### config.mk
export PLATFORM = sky130hd
export DESIGN_NAME = terminal_text_controller
export DESIGN_NICKNAME = d
export VERILOG_FILES = /design/src/rtl/terminal_text_controller.sv
export SDC_FILE = /design/constraint.sdc
export NUM_CORES = 1
export LEC_CHECK = 0
export CORE_MARGIN = 3
export CORE_UTILIZATION = 58
export DETAILED_ROUTE_END_ITERATION = 7
export DONT_BUFFER_PORTS = 1
export HOLD_SLACK_MARGIN = 0.08
export PLACE_DENSITY = 0.83
export SLEW_MARGIN = 40
export SYNTH_ARGS = -nofsm -noshare
export SYNTH_HDL_FRONTEND = slang
export SYNTH_SLANG_ARGS = --single-unit
export TNS_END_PERCENT = 1
### constraint.sdc
create_clock -name pixel_clk_in -period 2.7 [get_ports pixel_clk_in]
set_input_delay 0.405 -clock pixel_clk_in [delete_from_list [all_inputs] [get_ports pixel_clk_in]]
set_output_delay 0.405 -clock pixel_clk_in [all_outputs]
set_load 0.01 [all_outputs]
### src/rtl/terminal_text_controller.sv
// Write-port sequencer for the terminal character buffer: cursor tracking, control
// codes, scrolling by rotating a row offset, and one-write-per-cycle row/screen blanking.
//
// state     | meaning
// IDLE      | accepting one code per cycle from the front end
// CLEAR_ROW | blanking the physical row that just became the bottom row
// CLEAR_ALL | blanking the whole buffer (after reset or form feed)
module terminal_text_controller #(
  parameter int         COLS  = 64,
  parameter int         ROWS  = 40,
  parameter logic [7:0] BLANK = 8'h20
) (
  input  logic                          pixel_clk_in,
  input  logic                          rst_n_in,
  input  logic                          char_valid_in,
  input  logic [7:0]                    char_in,
  output logic                          char_ready_out,
  output logic                          wr_en_out,
  output logic [$clog2(ROWS*COLS)-1:0]  wr_addr_out,
  output logic [7:0]                    wr_data_out,
  output logic [$clog2(ROWS)-1:0]       cursor_row_out,
  output logic [$clog2(COLS)-1:0]       cursor_col_out,
  output logic [$clog2(ROWS)-1:0]       scroll_offset_out
);

  localparam int N   = ROWS * COLS;
  localparam int AW  = $clog2(N);
  localparam int RW  = $clog2(ROWS);
  localparam int CW  = $clog2(COLS);
  localparam int RW1 = RW + 1;

  localparam logic [RW-1:0] LAST_ROW  = RW'(ROWS - 1);
  localparam logic [CW-1:0] LAST_COL  = CW'(COLS - 1);
  localparam logic [AW-1:0] LAST_ADDR = AW'(N - 1);
  localparam logic [AW-1:0] ROW_END   = AW'(COLS - 1);
  localparam logic [AW-1:0] COLS_A    = AW'(COLS);
  localparam logic [RW:0]   ROWS_W    = RW1'(ROWS);

  typedef enum logic [1:0] {
    IDLE,
    CLEAR_ROW,
    CLEAR_ALL
  } state_t;

  state_t          state_q, state_d;
  logic [AW-1:0]   cnt_q, cnt_d;
  logic [RW-1:0]   clr_row_q, clr_row_d;
  logic [RW-1:0]   row_q, row_d;
  logic [CW-1:0]   col_q, col_d;
  logic [RW-1:0]   off_q, off_d;
  logic            wr_en_q, wr_en_d;
  logic [AW-1:0]   wr_addr_q, wr_addr_d;
  logic [7:0]      wr_data_q, wr_data_d;
  logic [RW-1:0]   cur_phys;
  logic            accept;
  logic            advance;

  // Both operands are below ROWS, so one conditional subtract replaces the modulo.
  function automatic logic [RW-1:0] phys_row(input logic [RW-1:0] r, input logic [RW-1:0] o);
    logic [RW:0] sum;
    sum = {1'b0, r} + {1'b0, o};
    return (sum >= ROWS_W) ? RW'(sum - ROWS_W) : RW'(sum);
  endfunction

  function automatic logic [AW-1:0] addr_of(input logic [RW-1:0] prow, input logic [CW-1:0] col);
    return AW'(prow) * COLS_A + AW'(col);
  endfunction

  assign accept   = char_valid_in && (state_q == IDLE);
  assign cur_phys = phys_row(row_q, off_q);

  always_comb begin
    state_d   = state_q;
    cnt_d     = cnt_q;
    clr_row_d = clr_row_q;
    row_d     = row_q;
    col_d     = col_q;
    off_d     = off_q;
    wr_en_d   = 1'b0;
    wr_addr_d = wr_addr_q;
    wr_data_d = wr_data_q;
    advance   = 1'b0;

    unique case (state_q)
      IDLE: begin
        if (accept) begin
          if (char_in >= 8'h20 && char_in <= 8'h7E) begin
            wr_en_d   = 1'b1;
            wr_addr_d = addr_of(cur_phys, col_q);
            wr_data_d = char_in;
            if (col_q < LAST_COL) begin
              col_d = col_q + CW'(1);
            end else begin
              col_d   = '0;
              advance = 1'b1;
            end
          end else if (char_in == 8'h0A) begin
            col_d   = '0;
            advance = 1'b1;
          end else if (char_in == 8'h08) begin
            if (col_q != '0) begin
              col_d     = col_q - CW'(1);
              wr_en_d   = 1'b1;
              wr_addr_d = addr_of(cur_phys, col_q - CW'(1));
              wr_data_d = BLANK;
            end else if (row_q != '0) begin
              row_d     = row_q - RW'(1);
              col_d     = LAST_COL;
              wr_en_d   = 1'b1;
              wr_addr_d = addr_of(phys_row(row_q - RW'(1), off_q), LAST_COL);
              wr_data_d = BLANK;
            end
          end else if (char_in == 8'h0C) begin
            row_d   = '0;
            col_d   = '0;
            off_d   = '0;
            cnt_d   = '0;
            state_d = CLEAR_ALL;
          end

          // At the bottom row the old top physical row becomes the new bottom row.
          if (advance) begin
            if (row_q < LAST_ROW) begin
              row_d = row_q + RW'(1);
            end else begin
              off_d     = (off_q == LAST_ROW) ? '0 : off_q + RW'(1);
              clr_row_d = off_q;
              cnt_d     = '0;
              state_d   = CLEAR_ROW;
            end
          end
        end
      end

      CLEAR_ROW: begin
        wr_en_d   = 1'b1;
        wr_addr_d = addr_of(clr_row_q, cnt_q[CW-1:0]);
        wr_data_d = BLANK;
        if (cnt_q == ROW_END) begin
          state_d = IDLE;
        end else begin
          cnt_d = cnt_q + AW'(1);
        end
      end

      CLEAR_ALL: begin
        wr_en_d   = 1'b1;
        wr_addr_d = cnt_q;
        wr_data_d = BLANK;
        if (cnt_q == LAST_ADDR) begin
          state_d = IDLE;
        end else begin
          cnt_d = cnt_q + AW'(1);
        end
      end

      default: begin
        state_d = CLEAR_ALL;
        cnt_d   = '0;
      end
    endcase
  end

  always_ff @(posedge pixel_clk_in or negedge rst_n_in) begin
    if (!rst_n_in) begin
      state_q   <= CLEAR_ALL;
      cnt_q     <= '0;
      clr_row_q <= '0;
      row_q     <= '0;
      col_q     <= '0;
      off_q     <= '0;
      wr_en_q   <= 1'b0;
      wr_addr_q <= '0;
      wr_data_q <= '0;
    end else begin
      state_q   <= state_d;
      cnt_q     <= cnt_d;
      clr_row_q <= clr_row_d;
      row_q     <= row_d;
      col_q     <= col_d;
      off_q     <= off_d;
      wr_en_q   <= wr_en_d;
      wr_addr_q <= wr_addr_d;
      wr_data_q <= wr_data_d;
    end
  end

  assign char_ready_out    = (state_q == IDLE);
  assign wr_en_out         = wr_en_q;
  assign wr_addr_out       = wr_addr_q;
  assign wr_data_out       = wr_data_q;
  assign cursor_row_out    = row_q;
  assign cursor_col_out    = col_q;
  assign scroll_offset_out = off_q;

endmodule

== Word level (Yosys, flattened, before mapping) ==
Cells that the tools add are included.
Storage, ports and cells
  memory bits (read-only): 0
  memories: 0
  register bits: 59
  bits in writable memories: 0
  bits in latches: 0
  word-level logic and storage cells: 133
Cells by class
  bitwise gates (word level): 1
  reduce and logical (&&, ||, !) cells: 16
  equality and inequality tests: 17
  shifts and indexed selects: 0
  div/mod/pow operators: 0
  multiply operators: 0
  multiplexer cells: 70
  order comparisons: 6
  add/subtract/negate cells: 14
Operators by type and width (number)
  2-to-1 mux 12 bit: 15
  2-to-1 mux 6 bit: 24
  one-hot mux 12 bit (3 select lines): 2
  2-to-1 mux 8 bit: 6
  adder 12 x 6 -> 12 bit: 3
  == test 8 x 4 -> 1 bit, second input constant: 3
  adder 6 x 1 -> 6 bit, second input constant: 3
  2-to-1 mux 2 bit: 9
  one-hot mux 8 bit (2 select lines): 1
  adder 6 x 6 -> 7 bit: 2
  >= comparator 7 x 6 -> 1 bit, second input constant: 2
  adder 12 x 1 -> 12 bit, second input constant: 1
  adder 12 x 6 -> 12 bit, second input constant: 1
  == test 12 bit, second input constant: 1
  == test 12 x 6 -> 1 bit, second input constant: 1
  < comparator 6 bit, second input constant: 2
  nonzero test 6 bit: 2
  subtractor 6 x 1 -> 6 bit, second input constant: 2
  subtractor 6 bit, second input constant: 2
  2-to-1 mux 1 bit: 11
  AND reduction 5 bit: 2
  >= comparator 8 x 6 -> 1 bit, second input constant: 1
  less-or-equal comparator 8 x 7 -> 1 bit, second input constant: 1
  inequality test 2 bit, second input constant: 4
  other kinds (20): 23

== Logic depth before layout (Yosys ltp) ==
Gate-level depths: netlist (run 1).
  word-level depth: 12
  gate-level depth with buffers: 14
  mapped depth without buffers: 14

== Least setup slack after synthesis (run 1) ==
No wires, ideal clock.
  kind: register -> register
  from: register row_q[0], in the netlist cursor_row_out[0]
  to: register wr_addr_q[9], in the netlist wr_addr_out[9]
  data required time: 2.605 ns
  buffers on the path: 0
  library setup time: 0.095 ns
  arrival time: 2.846 ns
  slack: -0.242 ns
  cell stages (with the launch flop): 13
  cell sequence: dfrtp_1 inv_1 ha_1 inv_1 ha_1 a21o_1 a21oi_1 xor2_1 ha_1 o31a_1 o21ai_1 o32a_2 o31ai_1
On the way
  longest elaborated chain between the ends: 12
  elaborated cells between the ends (all ways): 22
RTL lines
  start: declaration: RTL line 48  | logic [RW-1:0] row_q, row_d;
  start signal: assignment: RTL line 179  | row_q <= row_d;
  subtractor 6 x 1 -> 6 bit: RTL line 110  | wr_addr_d = addr_of(phys_row(row_q - RW'(1), off_q), LAST_COL);
  adder 6 x 6 -> 7 bit: RTL line 61  | sum = {1'b0, r} + {1'b0, o};
  subtractor 6 bit or >= comparator 7 x 6 -> 1 bit (tied branches): RTL line 62  | return (sum >= ROWS_W) ? RW'(sum - ROWS_W) : RW'(sum);
  2-to-1 mux 6 bit: RTL line 62
  adder 12 x 6 -> 12 bit: RTL line 66  | return AW'(prow) * COLS_A + AW'(col);
  2-to-1 mux 12 bit: RTL line 106  | end else if (row_q != '0) begin
  2-to-1 mux 12 bit: RTL line 101  | if (col_q != '0) begin
  2-to-1 mux 12 bit: RTL line 100  | end else if (char_in == 8'h08) begin
  2-to-1 mux 12 bit: RTL line 97  | end else if (char_in == 8'h0A) begin
  2-to-1 mux 12 bit: RTL line 87  | if (char_in >= 8'h20 && char_in <= 8'h7E) begin
  2-to-1 mux 12 bit: RTL line 86  | if (accept) begin
  one-hot mux 12 bit (3 select lines): RTL line 84  | unique case (state_q)
  end signal: assignment: RTL line 183  | wr_addr_q <= wr_addr_d;
  end: declaration: RTL line 52  | logic [AW-1:0] wr_addr_q, wr_addr_d;
Parallel ways exist; a longest one is shown, timed or not. The select of a mux whose other input is x is not followed.
A chain may end at the register's enable or synchronous reset.

== Worst setup path in the final report (run 1) ==
Ends and elaborated chain as after synthesis.

==> flow_summary.ini, run 1 <==
[timing]
slew_headroom_pct = 55.2
tightest_slew_ns = 0.670
min_period_ns = 2.86
setup_violations = 3
whs_ns = 0.170
max_freq_mhz = 350
drv_slew = 0
clock_skew_ns = 0.00754
rsz0062_at_grt = yes
worst_slack_ns = -0.156
period_share_pct = 106
finalHoldViolations = 0

[worst_setup_path]
path_max_fanout = 5
crit_type = flip-flop to flip-flop
crit_path_end_kind = flip-flop
critPathArrivalTime_ns = 3.12
worst_setup_path_start_kind = flip-flop
cp.required_ns = 2.97

[outcome]
violations = setup timing
status = complete, but fails checks

[route]
vias = 4199
antenna_left = 0
wl_mm = 12.4
vias_per_cell = 6.39
first_pass_iters = 5
drc = 0
first_iter_violations = 328
post_drt_wl_per_cell_um = 18.9

[synthesis]
synth_edf_count = 0
ys.flop_type = dfrtp_1
ys_seq_area_share_pct = 33.4
syn_nets = 553
ys_ff_latch = 59
synth.distinct_cells = 84
async_flop_share_pct = 100
yosys_warnings = 0
netlist_area_um2 = 4430
avgSynthCellArea_um2 = 8.60
syn_inst = 515

[global_route]
antenna_found_initial = 0
grt_max_degree = 60
use_met3_pct = 6.11
use_met2_pct = 49.7
grt_remaining_overflow = 0
busiest_layer = met2
grt_use_met1_pct = 33.9
grt_pass1_wl_mm = 19.9
grt_pass1_vias = 4206
grt_usage_pct = 28.8

[floorplanning]
die-area_um2 = 8720
core_area_um2 = 7330
io_pins = 51
rows = 31
die_h_um = 93.4
initial_core_util_pct = 60.4
fp.dieW_um = 93.4

[pwr]
cellLeakagePower_nw = 2.26
power_density_nw_per_um2 = 833
power_w = 0.00438
ir_worst_vdd_v = 0.000697

[cells_and_area]
drive_gt1_share_pct = 24.6
multi_input_area_um2 = 2940
fillers = 544
fin_util_pct = 71.7
finalNetCount = 591
final-seq-area_um2 = 1480
n_antenna_cell = 0
design_area_um2 = 5250
area_delta_synth_final_pct = 18.6

[clock_network]
clk_path_buf_depth = 2
insertion_delay_ns = 0.35
path_clk_slew_ns = 0.08
numCtsBuffers = 9
htreeDepth = 3
cts_sinks = 59
cts-root-buf = clkbuf_8
cts_tree = built

[placement]
preCtsSetupSlack_ns = -0.107
place_area_um2 = 4800
portBuffers = 0
dp.final_hpwl_mm = 8.68
gp_congestion = 0.946

[run]
maxCapViolCount = 0

[min_path]
hp-class = input pin to flip-flop
kinds of logic (layout without fill, tap and decap cells):
family / count (synthesis) / after routing / synth area share (%)
muxes: 10 / 10 / 2.43
DFF: 59 / 59 / 33.4
and+or+nand+nor: 186 / 186 / 21.3
AOI/OAI and AO/OA: 168 / 168 / 26.8
adders and majority gates: 27 / 27 / 7.97
xor gates and xnor gates: 16 / 16 / 3.16
buffers and inverters: 49 / 92 / 4.94
power breakdown:
group	internal (W)	switching [W]	total, W
clock	0.000384	0.000394	0.000778
combinational	0.000909	0.00124	0.00215
sequential	0.00113	0.000321	0.00145
per-layer routing:
metal | vias up | wire, um
li1 | 1968 | -
met2 | 179 | 6130
met1 | 2019 | 4910
met4 | 0 | 396
met3 | 33 | 963
met5 | - | 0
placed cells by master (no fill, tap or decap), types with 4 or more instances in the layout:
cell type and count:
o21ai_0 37, ha_1 19, ha_4 5, and3_1 10
mux2_2 6, nor3_1 13, mux2i_1 4, dfrtp_1 55
o22ai_1 5, clkbuf_8 11, o31ai_2 4, nor2_1 44
a21oi_1 26, a22oi_1 8, nand2_1 59, nor4_1 4
a211oi_1 4, xor2_1 4, o21ai_1 12, a31oi_1 9
nand3_1 18, a221oi_1 5, buf_4 48, and2_1 4
o21ai_2 4, inv_1 19, xnor2_1 8, a21o_1 7
synth_stat cells, types with 7 or more instances:
library cell | number | area share [%]
a22oi_1 | 8 | 1.4
nand2_1 | 59 | 5.0
xnor2_1 | 10 | 2.0
and3_1 | 10 | 1.4
o21ai_0 | 38 | 4.3
o21ai_1 | 14 | 1.6
a21oi_1 | 28 | 3.2
nand3_1 | 19 | 2.1
inv_1 | 23 | 1.9
buf_2 | 7 | 0.79
dfrtp_1 | 58 | 33
nor2_1 | 46 | 3.9
a31oi_1 | 9 | 1.3
clkbuf_1 | 13 | 1.1
a21o_1 | 7 | 1.2
nor3_1 | 14 | 1.6
ha_1 | 25 | 7.1
repair_timing:
action / 4_1_cts / 5_1_grt
hold endpoints to repair: 59 / 0
buffers inserted: 5 / 2
pin swaps: 13 / 11
gates resized for setup: 17 / 17
setup endpoints to repair: 3 / 7
hold buffers: 2 / 0
worst paths after layout:
path / startpoint / end / slack (ns) / depth (start not counted)
setup / recovery: cursor_row_out[0] / wr_addr_out[9] / -0.16 / 13
max in group asynchronous: rst_n_in / state_q[1] / 1.79 / 2
setup reg to reg: cursor_row_out[0] / wr_addr_out[9] / -0.16 / 13
hold reg to reg: clr_row_q[0] / clr_row_q[0] / 0.52 / 1
hold / removal: char_in[6] / wr_data_out[5] / 0.17 / 1
min in group asynchronous: rst_n_in / scroll_offset_out[4] / 0.58 / 2
state kept, by name, summed over array words and instances, names as in the netlist:
name	count
wr_en_out	1
cursor_col_out	6
wr_addr_out	12
cnt_q	12
cursor_row_out	6
scroll_offset_out	6
wr_data_out	8
clr_row_q	6
state_q	2
area by class of cell:
type	instances	area share [%]
Multi-Input combinational cell	407	55.9
Sequential cell	59	28.2
Timing Repair Buffer	52	8.17
Clock buffer	11	2.88
Tap cell	99	2.36
Inverter	24	1.76
Clock inverter	5	0.691
critical path, cell delays in order (launching register included):
cell and delay [ns]:
dfrtp_2 0.40, inv_2 0.07, ha_4 0.27, inv_4 0.04, fa_2 0.38, a211oi_2 0.27, nor2_2 0.09, xor2_1 0.18
inv_1 0.11, ha_4 0.17, o31a_1 0.18, o21ai_2 0.09, o32a_2 0.33, o31ai_2 0.20
metrics by stage:
step | std cells | TNS (ns)
floorplan | 515 | -0.0285
global placement | 632 | 0
detailed placement | 632 | -0.283
CTS | 655 | -0.0693
global route | 657 | -0.728
finish | 657 | -0.412
Note: power is estimated with default switching activity, not from simulation.
==> run 2, diff against run 1 <==
Settings changed: CTS_CLUSTER_SIZE from default to 20.
==> results of run 2 <==
The final DEF is identical to that of run 1; final timing and power are the same.
